<file path="src/rtl/spi_frame_rx.sv">
// ---------------------------------------------------------------------------
// spi_frame_rx
//
// SPI mode-0 frame receiver. It brings the raw SCLK/COPI/nCS pins into the
// system clock domain, deserialises MSB-first frames of
// 1 + ADDR_W + DATA_W bits (R/W flag, address, data) and issues a
// one-cycle write strobe with address and data for every complete write
// frame. Frames that end with the wrong bit count raise a one-cycle
// frame_err pulse instead. Frames that end with the right count but R/W = 0
// (reads) are dropped silently.
//
// Parameters:
//   SYNC_STAGES  depth of each input synchroniser (>= 2)
//   ADDR_W       address field width
//   DATA_W       data field width
//
// Ports:
//   clk        system clock, all state on the rising edge
//   rst        asynchronous active-high reset
//   sclk       raw SPI clock pin (asynchronous)
//   copi       raw SPI data pin (asynchronous)
//   ncs        raw active-low chip select pin (asynchronous)
//   wr_valid   one-cycle pulse: wr_addr/wr_data hold a new write
//   wr_addr    address of the last accepted write
//   wr_data    data of the last accepted write
//   frame_err  one-cycle pulse: frame ended with a bad bit count
//   busy       high while a frame is being shifted in
// ---------------------------------------------------------------------------
module spi_frame_rx #(
    parameter int SYNC_STAGES = 2,
    parameter int ADDR_W      = 7,
    parameter int DATA_W      = 8
) (
    input  logic              clk,
    input  logic              rst,
    input  logic              sclk,
    input  logic              copi,
    input  logic              ncs,
    output logic              wr_valid,
    output logic [ADDR_W-1:0] wr_addr,
    output logic [DATA_W-1:0] wr_data,
    output logic              frame_err,
    output logic              busy
);

    localparam int FRAME_BITS = 1 + ADDR_W + DATA_W;
    // One extra count value beyond FRAME_BITS marks a long frame, so the
    // counter must reach FRAME_BITS + 1 without wrapping.
    localparam int CNT_W = $clog2(FRAME_BITS + 2);

    localparam logic [CNT_W-1:0] CNT_FULL = CNT_W'(FRAME_BITS);
    localparam logic [CNT_W-1:0] CNT_SAT  = CNT_W'(FRAME_BITS + 1);

    localparam logic [1:0] ST_IDLE  = 2'd0;
    localparam logic [1:0] ST_SHIFT = 2'd1;
    localparam logic [1:0] ST_END   = 2'd2;

    logic [SYNC_STAGES-1:0] sclkSync_q;
    logic [SYNC_STAGES-1:0] copiSync_q;
    logic [SYNC_STAGES-1:0] ncsSync_q;
    logic                   sclkPrev_q;
    logic                   ncsPrev_q;

    logic                   sclkS;
    logic                   copiS;
    logic                   ncsS;
    logic                   sclkRise;
    logic                   ncsFall;
    logic                   ncsRise;

    logic [1:0]             state_q, state_d;
    logic [FRAME_BITS-1:0]  shift_q, shift_d;
    logic [CNT_W-1:0]       count_q, count_d;
    logic                   wrValid_q, wrValid_d;
    logic                   frameErr_q, frameErr_d;
    logic [ADDR_W-1:0]      addr_q, addr_d;
    logic [DATA_W-1:0]      data_q, data_d;

    // Synchronisers reset to the idle bus levels (ncs high, sclk/copi low)
    // so that leaving reset never looks like an edge. New samples enter at
    // bit 0 and the synchronised value is taken from the top bit.
    always_ff @(posedge clk or posedge rst) begin
        if (rst) begin
            sclkSync_q <= '0;
            copiSync_q <= '0;
            ncsSync_q  <= '1;
            sclkPrev_q <= 1'b0;
            ncsPrev_q  <= 1'b1;
        end else begin
            sclkSync_q <= {sclkSync_q[SYNC_STAGES-2:0], sclk};
            copiSync_q <= {copiSync_q[SYNC_STAGES-2:0], copi};
            ncsSync_q  <= {ncsSync_q[SYNC_STAGES-2:0], ncs};
            sclkPrev_q <= sclkSync_q[SYNC_STAGES-1];
            ncsPrev_q  <= ncsSync_q[SYNC_STAGES-1];
        end
    end

    assign sclkS    = sclkSync_q[SYNC_STAGES-1];
    assign copiS    = copiSync_q[SYNC_STAGES-1];
    assign ncsS     = ncsSync_q[SYNC_STAGES-1];
    assign sclkRise = sclkS & ~sclkPrev_q;
    assign ncsFall  = ~ncsS & ncsPrev_q;
    assign ncsRise  = ncsS & ~ncsPrev_q;

    // Frame FSM. IDLE also starts a frame on a level-low ncs so that a
    // select that falls while END is active is not lost. An sclk rise in
    // the same cycle that a frame starts is shifted in immediately, since
    // the shift qualifier is "sync ncs low", not the edge itself.
    always_comb begin
        state_d    = state_q;
        shift_d    = shift_q;
        count_d    = count_q;
        wrValid_d  = 1'b0;
        frameErr_d = 1'b0;
        addr_d     = addr_q;
        data_d     = data_q;

        case (state_q)
            ST_IDLE: begin
                shift_d = '0;
                count_d = '0;
                if (ncsFall || !ncsS) begin
                    state_d = ST_SHIFT;
                    if (sclkRise) begin
                        shift_d = {{(FRAME_BITS-1){1'b0}}, copiS};
                        count_d = CNT_W'(1);
                    end
                end
            end

            ST_SHIFT: begin
                if (ncsRise) begin
                    state_d = ST_END;
                end else if (sclkRise && !ncsS) begin
                    shift_d = {shift_q[FRAME_BITS-2:0], copiS};
                    if (count_q != CNT_SAT) begin
                        count_d = count_q + CNT_W'(1);
                    end
                end
            end

            ST_END: begin
                state_d = ST_IDLE;
                if (count_q == CNT_FULL) begin
                    if (shift_q[FRAME_BITS-1]) begin
                        wrValid_d = 1'b1;
                        addr_d    = shift_q[FRAME_BITS-2 -: ADDR_W];
                        data_d    = shift_q[DATA_W-1:0];
                    end
                end else begin
                    frameErr_d = 1'b1;
                end
            end

            default: begin
                state_d = ST_IDLE;
            end
        endcase
    end

    // State and registered outputs; the strobes and the write fields are
    // registered out of END so they appear together one cycle later.
    always_ff @(posedge clk or posedge rst) begin
        if (rst) begin
            state_q    <= ST_IDLE;
            shift_q    <= '0;
            count_q    <= '0;
            wrValid_q  <= 1'b0;
            frameErr_q <= 1'b0;
            addr_q     <= '0;
            data_q     <= '0;
        end else begin
            state_q    <= state_d;
            shift_q    <= shift_d;
            count_q    <= count_d;
            wrValid_q  <= wrValid_d;
            frameErr_q <= frameErr_d;
            addr_q     <= addr_d;
            data_q     <= data_d;
        end
    end

    assign wr_valid  = wrValid_q;
    assign frame_err = frameErr_q;
    assign wr_addr   = addr_q;
    assign wr_data   = data_q;
    assign busy      = (state_q == ST_SHIFT);

endmodule

</file>
<file path="config.mk">
export PLATFORM = sky130hd
export DESIGN_NAME = spi_frame_rx
export DESIGN_NICKNAME = d
export VERILOG_FILES = /design/src/rtl/spi_frame_rx.sv
export SDC_FILE = /design/constraint.sdc
export NUM_CORES = 1
export LEC_CHECK = 0
export BUFFER_PORTS_ARGS = -buffer_cell sky130_fd_sc_hd__clkbuf_2
export CAP_MARGIN = 0
export CORE_MARGIN = 10
export CORE_UTILIZATION = 40
export DETAILED_ROUTE_END_ITERATION = 12
export GPL_TIMING_DRIVEN = 0
export SLEW_MARGIN = 20
export SYNTH_ARGS = -nofsm -noshare
export SYNTH_HDL_FRONTEND = slang
export SYNTH_SLANG_ARGS = --single-unit
</file>
<file path="constraint.sdc">
create_clock -name clk -period 2.45 [get_ports clk]
set_input_delay 0.3675 -clock clk [delete_from_list [all_inputs] [get_ports clk]]
set_output_delay 0.3675 -clock clk [all_outputs]
set_load 0.03 [all_outputs]
</file>
==> results of run 1 <==
-- cell families (layout without fill, tap and decap cells) --
family                   after synthesis  count (layout)
AO/OA/AOI/OAI                         31              31
adder cells (fa/ha/maj)                3               3
multiplexers                          15              15
AND/OR/NAND/NOR                       23              23
flip-flops                            48              48
buffers and inverters                 11              42
-- cell usage in the layout (no fill, tap or decap), types with 2 or more instances in the layout --
master / n
o31ai_1: 2
nand4bb_1: 2
clkbuf_2: 22
dfrtp_1: 45
nor2_1: 2
clkbuf_8: 7
a22o_1: 16
nand2_1: 4
o211ai_1: 3
mux2_2: 6
o21ai_0: 3
inv_1: 5
ha_1: 3
dfstp_2: 3
mux2_4: 9
-- power by group through the flow --
| stage | logic [mW] | clock network, mW | registers [mW] |
|---|---|---|---|
| after CTS | 0.0968 | 0.516 | 0.820 |
| after global placement | 0.0885 | 0 | 0.834 |
| after floorplan | 0.0664 | 0 | 0.834 |
| final | 0.0945 | 0.493 | 0.820 |
| after global routing | 0.106 | 0.544 | 0.822 |
| after detailed placement | 0.0968 | 0 | 0.836 |
-- final timing paths --
check | from | to | slack [ns] | cells past startpoint
worst max-delay path | count_q[0]$_DFFE_PP0P_ | wr_data[3]$_DFFE_PP0P_ | 0.44 | 6
worst min-delay path | rst | shift_q[8]$_DFFE_PP0P_ | 0.02 | 2
worst max register to register | count_q[0]$_DFFE_PP0P_ | wr_data[3]$_DFFE_PP0P_ | 0.44 | 6
worst min register to register | sclkSync_q[0]$_DFF_PP0_ | sclkSync_q[1]$_DFF_PP0_ | 0.36 | 0
max in group asynchronous | rst | count_q[2]$_DFFE_PP0P_ | 1.94 | 3
min in group clk | ncs | ncsSync_q[0]$_DFF_PP1_ | 0.15 | 1
-- stage by stage --
| stage | util, % | instances |
|---|---|---|
| 6_report | 47.9 | 229 |
| 5_1_grt | 47.9 | 229 |
| 4_1_cts | 47.9 | 229 |
| 3_5_place_dp | 45.8 | 221 |
| 3_3_place_gp | 45.4 | 220 |
| 2_1_floorplan | - | 131 |
-- sequential cells by signal (all words and copies together), names as in the netlist, 2 cells and up --
name and flops:
wr_data 8, count_q 5, wr_addr 7, copiSync_q 2, shift_q 16, ncsSync_q 2
sclkSync_q 2, state_q 2
-- layout make-up --
cell class                      instances  area [µm²]
Sequential cell                        48        1200
Inverter                                6        22.5
Clock inverter                          2        13.8
Fill cell                             437        2460
Clock buffer                            6        82.6
Tap cell                               67        83.8
Timing Repair Buffer                   23         130
Multi-Input combinational cell         72         671
Buffer                                  5        52.6
-- layer usage --
| metal | global-route usage, % | vias up | share of wire, % |
|---|---|---|---|
| li1 | - | 549 | - |
| met1 | 11.8 | 602 | 47 |
| met2 | 13.9 | 34 | 46 |
| met3 | 3.33 | 6 | 5.1 |
| met4 | 3.23 | 0 | 1.3 |
| met5 | 0 | - | 0 |
==> flow_summary.json, run 1 <==
{
  "status": "completed",
  "critPathLaunchType": "flop",
  "cts_setup_buffers": 0,
  "gp_congestion": 0.781,
  "holdBufCountCts": 0,
  "wl_mm": 3.58,
  "worstSetupPathType": "flop to flop",
  "io_pins": 23,
  "grt_pass1_wl_mm": 6.22,
  "finalSetupViolCount": 0,
  "fin_area_um2": 2260,
  "tightest_slew_ns": 0.595,
  "drive_above_1_share_pct": 38.9,
  "yosysTopAreaCell": "dfrtp_1",
  "core_area_um2": 4720,
  "area_delta_synth_final_pct": 15.9,
  "die-area_um2": 8070,
  "synthFlopType": "dfrtp_1",
  "ys_top_cells_by_count": "dfrtp_1 (45), a22o_1 (16), mux2_4 (9), inv_1 (6), mux2_2 (6)",
  "start_util_pct": 41.3,
  "hpwl_mm": 2.54,
  "fmax_mhz": 498,
  "synthAdderAreaFrac_pct": 1.92,
  "io_buffers": 22,
  "end_kind": "flop",
  "synth.distinct_cells": 40,
  "syn_avg_cell_area_um2": 14.9,
  "cp_num_buf_inv": 2,
  "period_share_pct": 81.9,
  "cp.required_ns": 2.63,
  "rows": 25,
  "synth.most_common_cell": "dfrtp_1",
  "yosysWarnings": 0,
  "cts.sinks": 48,
  "synth_xor_area_share_pct": 0,
  "drtIter0Drc": 144,
  "cp_cell_sequence": "inv_1, ha_1, nand2_2, nor4_4, buf_8, mux2_4",
  "relSlewSlack_pct": 60.0,
  "antennaDiodeCount": 0,
  "clkPwrFrac_pct": 35.0,
  "maxCapViolCount": 0,
  "path_clk_slew_ns": 0.09,
  "first_pass_iters": 4,
  "cts.path.max_buffers": 2,
  "p_sw_mw": 0.336,
  "via_per_inst": 5.20,
  "fin_crit_ns": 2.01,
  "syn-num-nets": 139,
  "grt.overflow.total": 0,
  "fin_nets": 169,
  "yosys.area_share.simple_pct": 9.30,
  "switching_share_pct": 23.9,
  "synthDominantCellAreaShare_pct": 57.7,
  "synth_area_leaders": "dfrtp_1 (58%), a22o_1 (7.2%), mux2_4 (6.9%)",
  "async_reset_ff_share_pct": 100,
  "ir_worst_vdd_uv": 366,
  "cts_tree": "built",
  "critPathTopFamily": "simple AND/OR/NAND/NOR gates",
  "setup_ws_ns": 0.444,
  "grt_setup_unrepaired": "false",
  "slowest_stage": "nor4_4",
  "grt_usage_pct": 9.18,
  "power_frac_comb_pct": 6.7,
  "power_density_nw_per_um2": 622,
  "finalHoldViolCount": 0,
  "p_int_mw": 1.07,
  "synthCells": 131,
  "place_ws_ns": 0.440,
  "synth_compound_area_share_pct": 12.8,
  "synth_seq_cells": 48,
  "insertion_delay_ns": 0.30,
  "grt_max_degree": 33,
  "cts_buffers": 5,
  "ant_nets": 0,
  "cts_resized": 0,
  "whs_ns": 0.0184,
  "power_leakage_nw": 1.11,
  "antenna_found_initial": 0,
  "vias": 1191,
  "grt_pass1_vias": 1219,
  "seq_area_frac_synth_pct": 61.8,
  "p_seq_share_pct": 58.3,
  "die_h_um": 89.8,
  "finalPower_mw": 1.41,
  "synthMuxAreaShare_pct": 10.4,
  "synth_top_family_by_area": "compound AO/OA/AOI/OAI gates",
  "drc_errors": 0,
  "htreeDepth": 2,
  "slew_viol_final": 0,
  "die_w_um": 89.8,
  "routedWlPerCell_um": 15.6,
  "path_max_fanout": 10,
  "synth_edf_count": 0,
  "cts-root-buf": "clkbuf_8",
  "tns_ns": 0,
  "hold_path.class": "primary input to asynchronous set/reset pin",
  "cp_slowest_stage_delay_ns": 0.53,
  "dpl-instance-area_um2": 2160,
  "finClkSkew_ns": 0.00773,
  "syn_area_um2": 1950,
  "arrival_ns": 2.19
}
(Power assumes the default switching activity.)
==> inputs of run 2 (changes only) <==
ABC_AREA = 1   (was default)
clock period = 2 ns   (was 2.45 ns; I/O delays follow)
==> run 2 against run 1 <==
Cell area increased by 0.66%. Clock power increased by 18%. Die area up 0.40%. Critical path depth shrank 3. Routed wire length decreased by 4.1%. Critical endpoint is now busy. Highest routed layer unchanged.
==> flow_summary.json, run 2 <==
{
  "tightest_slew_ns": 0.394,
  "yosysTopAreaCell": "dfrtp_1",
  "drtIter0Drc": 99,
  "cp_num_buf_inv": 2,
  "io_pins": 23,
  "finalPower_mw": 1.82,
  "antennaDiodeCount": 0,
  "fillCellCount": 452,
  "synthFlopType": "dfrtp_1",
  "syn-num-nets": 193,
  "critPathTopFamily": "buffers and inverters",
  "die_w_um": 90.0,
  "fin_nets": 224,
  "ir_worst_vdd_uv": 528,
  "start_util_pct": 41.5,
  "antenna_found_initial": 0,
  "reg2regPathDepth": 5,
  "relSlewSlack_pct": 73.7,
  "htreeDepth": 2,
  "end_kind": "output pin",
  "cts_tree": "built",
  "synth.most_common_cell": "dfrtp_1",
  "critPathLaunchType": "flop",
  "cp_slowest_stage_delay_ns": 0.36,
  "grt_max_degree": 32,
  "path_clk_slew_ns": 0.08,
  "cts_resized": 0,
  "cts.sinks": 48,
  "slowest_stage": "dfrtp_1",
  "syn_avg_cell_area_um2": 10.6,
  "grt_setup_unrepaired": "false",
  "worstSetupPathType": "flop to output pin",
  "dpl-instance-area_um2": 2170,
  "finalSetupViolCount": 0,
  "cp.required_ns": 1.70,
  "hold_path.class": "primary input to flop",
  "power_density_nw_per_um2": 799,
  "synth_edf_count": 0,
  "cts.path.max_buffers": 2,
  "async_reset_ff_share_pct": 100,
  "regMostFlops": "shift_q",
  "use_met1_pct": 11.3,
  "seq_area_frac_synth_pct": 61.5,
  "cts_setup_buffers": 0,
  "core_area_um2": 4720,
  "cts-root-buf": "clkbuf_8",
  "slew_viol_final": 0,
  "finalHoldViolCount": 0,
  "first_pass_iters": 4,
  "fmax_mhz": 652,
  "largest_reg_flops": 16,
  "grt_use_met2_pct": 14.0,
  "fin_area_um2": 2280,
  "synth_seq_cells": 48,
  "period_share_pct": 76.7,
  "arrival_ns": 1.23,
  "holdBufCountCts": 1,
  "final_cell_mix": "dfrtp_1 (45), inv_1 (28), nand2_1 (24)",
  "grt_usage_pct": 9.28,
  "synth_area_leaders": "dfrtp_1 (57%), a21oi_2 (6.7%), inv_1 (5.6%)",
  "area_delta_synth_final_pct": 16.1,
  "mostFrequentLayoutCell": "dfrtp_1",
  "path_max_fanout": 9,
  "grt.overflow.total": 0,
  "r2r_start": "ncsSync_q[1]$_DFF_PP1_",
  "drc_errors": 0,
  "via_per_inst": 4.50,
  "insertion_delay_ns": 0.30,
  "grt_pass1_wl_mm": 6.18,
  "routedWlPerCell_um": 12.1,
  "fin_crit_ns": 1.53,
  "grt_pass1_vias": 1315,
  "top_usage_layer": "met2",
  "io_buffers": 22,
  "ys_top_cells_by_count": "dfrtp_1 (45), inv_1 (29), nand2_1 (24), nor2_1 (21), o22ai_1 (16)",
  "hold_path_end": "ncsSync_q[0]$_DFF_PP1_",
  "min_from": "ncs",
  "die-area_um2": 8100,
  "power_leakage_nw": 1.11,
  "rows": 25,
  "hpwl_mm": 2.45,
  "wl_mm": 3.43,
  "synth.distinct_cells": 19,
  "ant_nets": 0,
  "synthCells": 185,
  "r2r_end": "shift_q[14]$_DFFE_PP0P_",
  "whs_path_depth": 1,
  "die_h_um": 90.0,
  "maxCapViolCount": 0,
  "gp_congestion": 0.751,
  "status": "completed",
  "synthDominantCellAreaShare_pct": 57.4,
  "cts_buffers": 5,
  "drive_above_1_share_pct": 30.1,
  "cp_cell_sequence": "buf_4, nor2_8, clkbuf_2",
  "syn_area_um2": 1960,
  "vias": 1273,
  "r2r_slack_ns": 0.61,
  "finClkSkew_ns": 0.0106,
  "met3_usage_pct": 4.24,
  "yosysWarnings": 0
}
## run 2: area by class of cell
| cell class | instances | area [µm²] | area share (%) |
|---|---|---|---|
| sequential | 48 | 1200 | 52.9 |
| multi-input combinational | 100 | 583 | 25.6 |
| timing repair buffer | 24 | 140 | 6.16 |
| inverter | 31 | 116 | 5.11 |
| tap | 67 | 83.8 | 3.68 |
| clock buffer | 6 | 82.6 | 3.63 |
| buffer | 6 | 56.3 | 2.47 |
| clock inverter | 1 | 8.76 | 0.385 |
## run 2: logic make-up after synthesis
kind of cell             count (synthesis)  share of synthesized area, %
adder cells (fa/ha/maj)                  3                          1.91
flip-flops                              48                          61.5
AND/OR/NAND/NOR                         59                          14.2
AO/OA/AOI/OAI                           38                          13.6
buffers and inverters                   37                          8.81
## run 2: per-stage QoR
stage	setup slack, ns	utilization, %	setup TNS (ns)	hold WS [ns]	std cells
2_1_floorplan	0.560	-	0	0.304	185
3_3_place_gp	-0.0556	45.6	-2.42	0.334	274
3_5_place_dp	0.595	46.0	0	0.294	275
4_1_cts	0.438	48.2	0	0.0574	283
5_1_grt	0.391	48.2	0	0.0529	283
6_report	0.466	48.2	0	0.0748	283
## run 2: per-layer routing
layer / vias to the layer above / share of wire, %
li1: 648 / -
met5: - / 0
met1: 601 / 48
met4: 0 / 1.7
met3: 6 / 4.7
met2: 18 / 45
## run 2: worst max-delay path by stage
stage / from / end / slack, ns / cells past startpoint
CTS: state_q[1]$_DFFE_PP0P_ / busy / 0.44 / 3
finish: state_q[1]$_DFFE_PP0P_ / busy / 0.47 / 3
floorplan: rst / copiSync_q[0]$_DFF_PP0_ / 0.56 / 1
detailed placement: ncsSync_q[1]$_DFF_PP1_ / shift_q[2]$_DFFE_PP0P_ / 0.60 / 5
global route: state_q[1]$_DFFE_PP0P_ / busy / 0.39 / 3
global placement: rst / wr_data[6]$_DFFE_PP0P_ / -0.06 / 2
## run 2: where the power goes
group          switching [mW]  internal [mW]  leakage (nW)
clock network           0.304          0.276        0.0473
logic                   0.130         0.0699         0.424
registers              0.0332           1.01         0.643
total                   0.467           1.35          1.11
